==> config.mk <==
export PLATFORM = sky130hd
export DESIGN_NAME = mc_control_unit
export DESIGN_NICKNAME = d
export VERILOG_FILES = /design/src/rtl/cpu_defs_pkg.sv /design/src/rtl/mc_control_unit_alu_op_decode.sv /design/src/rtl/mc_control_unit.sv
export SDC_FILE = /design/constraint.sdc
export NUM_CORES = 1
export LEC_CHECK = 0
export BUFFER_PORTS_ARGS = -buffer_cell sky130_fd_sc_hd__buf_4
export CORE_UTILIZATION = 52
export DETAILED_ROUTE_END_ITERATION = 8
export HOLD_SLACK_MARGIN = 0.05
export PLACE_DENSITY = 0.91
export SLEW_MARGIN = 20
export SYNTH_ARGS = -nofsm -noshare
export SYNTH_HDL_FRONTEND = slang
export SYNTH_HIERARCHICAL = 1
export SYNTH_SLANG_ARGS = --single-unit
==> constraint.sdc <==
create_clock -name CLK -period 5.1 [get_ports CLK]
set_clock_uncertainty 0.2 [all_clocks]
set_input_delay 0.765 -clock CLK [delete_from_list [all_inputs] [get_ports CLK]]
set_output_delay 0.765 -clock CLK [all_outputs]
set_load 0.03 [all_outputs]
==> src/rtl/cpu_defs_pkg.sv <==
// Shared definitions for the multicycle CPU: state, ALU, opcode
// and PC-source encodings, plus the opcode classifier.
package cpu_defs_pkg;

    typedef enum logic [2:0] {
        ST_IF     = 3'b000,
        ST_ID     = 3'b001,
        ST_EXE_LS = 3'b010,
        ST_MEM    = 3'b011,
        ST_WB_LD  = 3'b100,
        ST_EXE_BR = 3'b101,
        ST_EXE_AL = 3'b110,
        ST_WB_AL  = 3'b111
    } state_e;

    localparam logic [2:0] ALU_ADD  = 3'b000;
    localparam logic [2:0] ALU_SUB  = 3'b001;
    localparam logic [2:0] ALU_SLL  = 3'b010;
    localparam logic [2:0] ALU_OR   = 3'b011;
    localparam logic [2:0] ALU_AND  = 3'b100;
    localparam logic [2:0] ALU_SLTU = 3'b101;
    localparam logic [2:0] ALU_SLT  = 3'b110;
    localparam logic [2:0] ALU_XOR  = 3'b111;

    localparam logic [5:0] OP_ADD   = 6'b000000;
    localparam logic [5:0] OP_SUB   = 6'b000001;
    localparam logic [5:0] OP_ADDIU = 6'b000010;
    localparam logic [5:0] OP_ANDI  = 6'b010000;
    localparam logic [5:0] OP_AND   = 6'b010001;
    localparam logic [5:0] OP_ORI   = 6'b010010;
    localparam logic [5:0] OP_OR    = 6'b010011;
    localparam logic [5:0] OP_SLL   = 6'b011000;
    localparam logic [5:0] OP_SLTI  = 6'b100110;
    localparam logic [5:0] OP_SLT   = 6'b100111;
    localparam logic [5:0] OP_SW    = 6'b110000;
    localparam logic [5:0] OP_LW    = 6'b110001;
    localparam logic [5:0] OP_BEQ   = 6'b110100;
    localparam logic [5:0] OP_BNE   = 6'b110101;
    localparam logic [5:0] OP_J     = 6'b111000;
    localparam logic [5:0] OP_HALT  = 6'b111111;

    localparam logic [1:0] PCSRC_SEQ = 2'b00;
    localparam logic [1:0] PCSRC_BR  = 2'b01;
    localparam logic [1:0] PCSRC_JMP = 2'b10;

    typedef enum logic [2:0] {
        K_ALU,
        K_LS,
        K_BR,
        K_JMP,
        K_HALT,
        K_NOP
    } op_kind_e;

    function automatic op_kind_e op_kind(input logic [5:0] op);
        op_kind_e k;
        case (op)
            OP_ADD, OP_SUB, OP_ADDIU,
            OP_AND, OP_ANDI, OP_OR, OP_ORI,
            OP_SLL, OP_SLT, OP_SLTI: k = K_ALU;
            OP_SW, OP_LW:            k = K_LS;
            OP_BEQ, OP_BNE:          k = K_BR;
            OP_J:                    k = K_JMP;
            OP_HALT:                 k = K_HALT;
            default:                 k = K_NOP;
        endcase
        return k;
    endfunction

endpackage

==> src/rtl/mc_control_unit_alu_op_decode.sv <==
// Opcode to ALU function and operand-select map for the
// arithmetic/logic instruction group.
module alu_op_decode
    import cpu_defs_pkg::*;
(
    input  logic [5:0] opcode,
    output logic [2:0] alu_op,
    output logic       alu_src_a,
    output logic       alu_src_b,
    output logic       ext_sel,
    output logic       r_type
);

    always_comb begin
        alu_op    = ALU_ADD;
        alu_src_a = 1'b0;
        alu_src_b = 1'b0;
        ext_sel   = 1'b0;
        r_type    = 1'b0;
        case (opcode)
            OP_ADD:   r_type = 1'b1;
            OP_SUB: begin
                alu_op = ALU_SUB;
                r_type = 1'b1;
            end
            OP_ADDIU: begin
                alu_src_b = 1'b1;
                ext_sel   = 1'b1;
            end
            OP_AND: begin
                alu_op = ALU_AND;
                r_type = 1'b1;
            end
            OP_ANDI: begin
                alu_op    = ALU_AND;
                alu_src_b = 1'b1;
            end
            OP_OR: begin
                alu_op = ALU_OR;
                r_type = 1'b1;
            end
            OP_ORI: begin
                alu_op    = ALU_OR;
                alu_src_b = 1'b1;
            end
            OP_SLL: begin
                alu_op    = ALU_SLL;
                alu_src_a = 1'b1;
                r_type    = 1'b1;
            end
            OP_SLT: begin
                alu_op = ALU_SLT;
                r_type = 1'b1;
            end
            OP_SLTI: begin
                alu_op    = ALU_SLT;
                alu_src_b = 1'b1;
                ext_sel   = 1'b1;
            end
            default: ;
        endcase
    end

endmodule

==> src/rtl/mc_control_unit.sv <==
// Multicycle CPU control FSM: drives datapath enables and the ALU
// opcode from (state, opcode, zero).
module mc_control_unit
    import cpu_defs_pkg::*;
#(
    parameter int unsigned PC_INC      = 4,
    parameter bit          HALT_STICKY = 1'b1
) (
    input  logic       CLK,
    input  logic       Reset,
    input  logic [5:0] opcode,
    input  logic       zero,
    output logic [2:0] state,
    output logic       PCWre,
    output logic [1:0] PCSrc,
    output logic       IRWre,
    output logic       ExtSel,
    output logic       ALUSrcA,
    output logic       ALUSrcB,
    output logic [2:0] ALUOp,
    output logic       RegDst,
    output logic       RegWre,
    output logic       WrRegDSrc,
    output logic       mRD,
    output logic       mWR
);

    // The datapath adder steps the PC by whole instruction words.
    if (PC_INC % 4 != 0) begin : g_pc_inc_unaligned
    end

    state_e state_q, state_d;
    logic   halt_q, halt_d;

    logic [2:0] dec_alu_op;
    logic       dec_src_a;
    logic       dec_src_b;
    logic       dec_ext;
    logic       dec_r_type;
    logic       taken;

    alu_op_decode u_alu_op_decode (
        .opcode    (opcode),
        .alu_op    (dec_alu_op),
        .alu_src_a (dec_src_a),
        .alu_src_b (dec_src_b),
        .ext_sel   (dec_ext),
        .r_type    (dec_r_type)
    );

    assign taken = (opcode == OP_BEQ) ? zero : !zero;

    always_comb begin
        state_d   = state_q;
        halt_d    = halt_q;
        state     = state_q;
        PCWre     = 1'b0;
        PCSrc     = PCSRC_SEQ;
        IRWre     = 1'b0;
        ExtSel    = 1'b0;
        ALUSrcA   = 1'b0;
        ALUSrcB   = 1'b0;
        ALUOp     = ALU_ADD;
        RegDst    = 1'b0;
        RegWre    = 1'b0;
        WrRegDSrc = 1'b0;
        mRD       = 1'b0;
        mWR       = 1'b0;
        if (Reset) begin
            state = ST_IF;
        end else begin
            case (state_q)
                ST_IF: begin
                    IRWre   = 1'b1;
                    state_d = ST_ID;
                end
                ST_ID: begin
                    // ID doubles as HALT when the halt flag is set
                    if (halt_q) begin
                        if (!HALT_STICKY) begin
                            state_d = ST_IF;
                            halt_d  = 1'b0;
                        end
                    end else begin
                        case (op_kind(opcode))
                            K_ALU:  state_d = ST_EXE_AL;
                            K_LS:   state_d = ST_EXE_LS;
                            K_BR:   state_d = ST_EXE_BR;
                            K_HALT: halt_d  = 1'b1;
                            K_JMP: begin
                                PCWre   = 1'b1;
                                PCSrc   = PCSRC_JMP;
                                state_d = ST_IF;
                            end
                            default: begin
                                PCWre   = 1'b1;
                                state_d = ST_IF;
                            end
                        endcase
                    end
                end
                ST_EXE_AL: begin
                    ALUOp   = dec_alu_op;
                    ALUSrcA = dec_src_a;
                    ALUSrcB = dec_src_b;
                    ExtSel  = dec_ext;
                    state_d = ST_WB_AL;
                end
                ST_WB_AL: begin
                    ALUOp     = dec_alu_op;
                    RegDst    = dec_r_type;
                    RegWre    = 1'b1;
                    WrRegDSrc = 1'b1;
                    PCWre     = 1'b1;
                    state_d   = ST_IF;
                end
                ST_EXE_LS: begin
                    ALUSrcB = 1'b1;
                    ExtSel  = 1'b1;
                    state_d = ST_MEM;
                end
                ST_MEM: begin
                    ALUSrcB = 1'b1;
                    ExtSel  = 1'b1;
                    if (opcode == OP_SW) begin
                        mWR     = 1'b1;
                        PCWre   = 1'b1;
                        state_d = ST_IF;
                    end else begin
                        mRD     = 1'b1;
                        state_d = ST_WB_LD;
                    end
                end
                ST_WB_LD: begin
                    RegWre  = 1'b1;
                    PCWre   = 1'b1;
                    state_d = ST_IF;
                end
                ST_EXE_BR: begin
                    ALUOp   = ALU_SUB;
                    ExtSel  = 1'b1;
                    PCWre   = 1'b1;
                    PCSrc   = taken ? PCSRC_BR : PCSRC_SEQ;
                    state_d = ST_IF;
                end
                default: state_d = ST_IF;
            endcase
        end
    end

    always_ff @(posedge CLK) begin
        if (Reset) begin
            state_q <= ST_IF;
            halt_q  <= 1'b0;
        end else begin
            state_q <= state_d;
            halt_q  <= halt_d;
        end
    end

endmodule

==> metrics.md <==
| Metric | Value |
|---|---|
| Lkg Pwr | `0.409 nW` |
| Worst Reg-to-Reg Cells | `4` |
| Nets | `roughly 150` |
| Hold buffer count at CTS | `0` |
| Fin. Hold Viols | `0` |
| Setup bufs post-CTS | `0` |
| Slew headroom | `0.723` |
| Least-Margin Pin Slew | `between 400 and 500 ps` |
| Fillers | `111` |
| Yosys top cell area share | `0.108` |
| Routed WL | `1900 µm` |
| Mapped cell area | `~740 µm²` |
| Iteration-0 DRC count of the detailed router | `18` |
| # diodes | `0` |
| CP startpoint kind | `primary input` |
| GRT Total Usage | `0.250` |
| #FFs+latches synth | `4` |
| Crit path max fanout | `15` |
| Rows | `13` |
| Clk Tree Root Cell | `clkbuf_4` |
| Core area | `1320 µm²` |
| First-pass GRT wire length | `2730 µm` |
| Clk Latency, worst-skew pair | `around 230 ps` |
| Cell family with most CP delay | `simple AND/OR/NAND/NOR gates` |
| Critical path's largest stage delay | `~550 ps` |
| DR pass1 iterations | `4` |
| DR DRC count | `0` |
| Post-synth cell types | `44` |
| Share of cells above drive strength 1 | `0.281` |
| CTS Buffer Depth | `2` |
| Initial Util | `0.563` |
| Grt ovf | `0` |
| WP depth | `6` |
| Setup tns final | `0 ps` |
| Async set or reset register ratio after synthesis | `0` |
| H-tree levels | `1` |
| YS warnings | `6` |
| Final Setup Violations | `0` |
| Post-synth top cells | `nor2_1, nor2b_1, nand2_1, nor3_1` |
| Final-report max-slew violation count | `0` |
| Die H | `39.8 µm` |
| Min Hold Slack | `approximately 330 ps` |
| CTS Buf Count | `3` |
| Seq/Total Area, Yosys | `0.108` |
| DR WL/cell | `around 13 µm` |
| Mapped Cells | `around 110` |
| Critical path class | `primary input to output port` |
| Area growth, synth to finish | `27.3%` |
| Critical path's slowest cell | `or4b_1` |
| Max cap viols | `0` |
| Final min period | `3240 ps` |
| Synth area leaders | `dfxtp_1, nor2b_1, nor2_1` |
| CP dominant cell by count | `buf_4` |
| Top_reg_cell synth | `dfxtp_1` |
| Chain of cells forming the critical path | `buf_4 -> or4b_1 -> or3b_4 -> o221ai_1 -> and2_1 -> buf_4` |
| Min-Delay Path Depth | `2` |
| Placed cells | `~150` |
| Crit path arrival time | `around 2300 ps` |
| Fmax | `just over 0.3 GHz` |
| Maximum VDD drop | `approximately 0.00017 V` |
| CP endpoint kind | `output port` |
| # IOs | `27` |
| Die ar. | `~1600 µm²` |
| Status | `finished, final reports clean` |
| Detailed Place HPWL | `approximately 1400 µm` |
| Final Non-Filler Cells | `150` |
| RePlAce Congestion | `roughly 0.83` |
| CTS sink cnt | `4` |
| Mean post-synth cell area | `6.62 µm²` |
| DR vias | `slightly below 900` |
| Worst Path Buf+Inv | `2` |
| Pin count of the biggest net entering global routing | `20` |
| Synth Net Count | `about 120` |
| Hold Crit Class | `register to register` |
| Via/cell ratio | `just under 6` |
| Clk slew on worst S/H paths | `~30 ps` |
| PortBufs | `26` |
| Worst EP required | `between 4000 and 5000 ps` |
| Final Cycle Share | `0.635` |
| CTS tree | `done` |
| # resized after CTS | `0` |
| Die X-Extent | `~40 µm` |
| Post-route ant nets | `0` |
| Antenna violations before repair | `0` |
| P per Cell Area | `143 nW/µm²` |
| Biggest area consumer among synthesized cells | `dfxtp_1` |
| Post-synth EDFFs | `0` |
| Vias in the first global route | `between 600 and 700` |
| Most common cell in the netlist | `nor2_1` |
| RSZ-0062 raised after global routing | `no` |
-- registers in the layout (all words and copies together), names as in the netlist --
| name | flops |
|---|---|
| state_q | 3 |
| halt_q | 1 |
-- cell type report --
type	instances	area, µm²	area share
well taps	15	18.8	0.0199
repair buffers	26	195	0.207
flip-flops and latches	4	80.1	0.0848
multi-input cells	98	613	0.649
clock buffers	3	22.5	0.0238
inverters	4	15.0	0.0159
-- metal layers --
metal / wire, µm / global-route usage / up-vias
li1: - / - / 455
met1: 894 / 0.329 / 391
met2: 936 / 0.434 / 22
met3: 68 / 0.0511 / 0
met4: 0 / 0 / 0
met5: 0 / 0 / -
-- final timing paths --
path / from / slack [ps] / to
setup / recovery: opcode[1] / 1860 / RegDst
hold / removal: halt_q / 330 / halt_q
hold reg to reg: halt_q / 330 / halt_q
setup reg to reg: state_q[1] / 3490 / state_q[1]
-- report_power, final --
| part | internal (mW) | leakage [nW] | total (mW) | switching, mW |
|---|---|---|---|---|
| Combinational | 0.0247 | 0.362 | 0.0598 | 0.0351 |
| Sequential | 0.0333 | 0.0327 | 0.0383 | 0.00498 |
| Clock | 0.0262 | 0.0138 | 0.0368 | 0.0107 |
-- through the flow --
| stage | worst slack (ps) | power (mW) | utilization | area (µm²) |
|---|---|---|---|---|
| final | 1860 | 0.135 | 0.717 | 945 |
| after global routing | 1790 | 0.144 | 0.717 | 945 |
| after CTS | 1870 | 0.136 | 0.717 | 945 |
| after floorplan | 1950 | 0.0778 | - | 742 |
| after global placement | 1880 | 0.0955 | 0.700 | 922 |
| after detailed placement | 1870 | 0.0978 | 0.700 | 922 |
-- cells in the final DEF (no fill, tap or decap), types with 2 or more instances in the layout --
| cell type | n |
|---|---|
| buf_4 | 26 |
| nor2_1 | 13 |
| nor2b_1 | 10 |
| nand2_1 | 8 |
| nor3_1 | 7 |
| nand2b_1 | 6 |
| a21oi_1 | 6 |
| and3_1 | 6 |
| dfxtp_1 | 4 |
| inv_1 | 3 |
| o21ai_0 | 3 |
| nor4_1 | 3 |
| o21ai_1 | 3 |
| clkbuf_4 | 3 |
| xor2_1 | 2 |
| or3_1 | 2 |
| a21boi_0 | 2 |
| or2b_1 | 2 |
| o21ai_2 | 2 |
-- worst register-to-register path: cells and delay by family, from the launching register on --
family / cells / cell delay [ps]
flip-flops: 1 / 560
AND/OR/NAND/NOR: 3 / 540
AO/OA/AOI/OAI: 1 / 190
-- cells by family (layout without fill, tap and decap cells) --
group | after synthesis | in the layout | synth area share
buf+inv | 10 | 33 | 0.0658
xor+xnor | 2 | 2 | 0.0236
simple gates | 68 | 68 | 0.523
flops | 4 | 4 | 0.108
compound gates | 28 | 28 | 0.280
(Power assumes the default switching activity.)
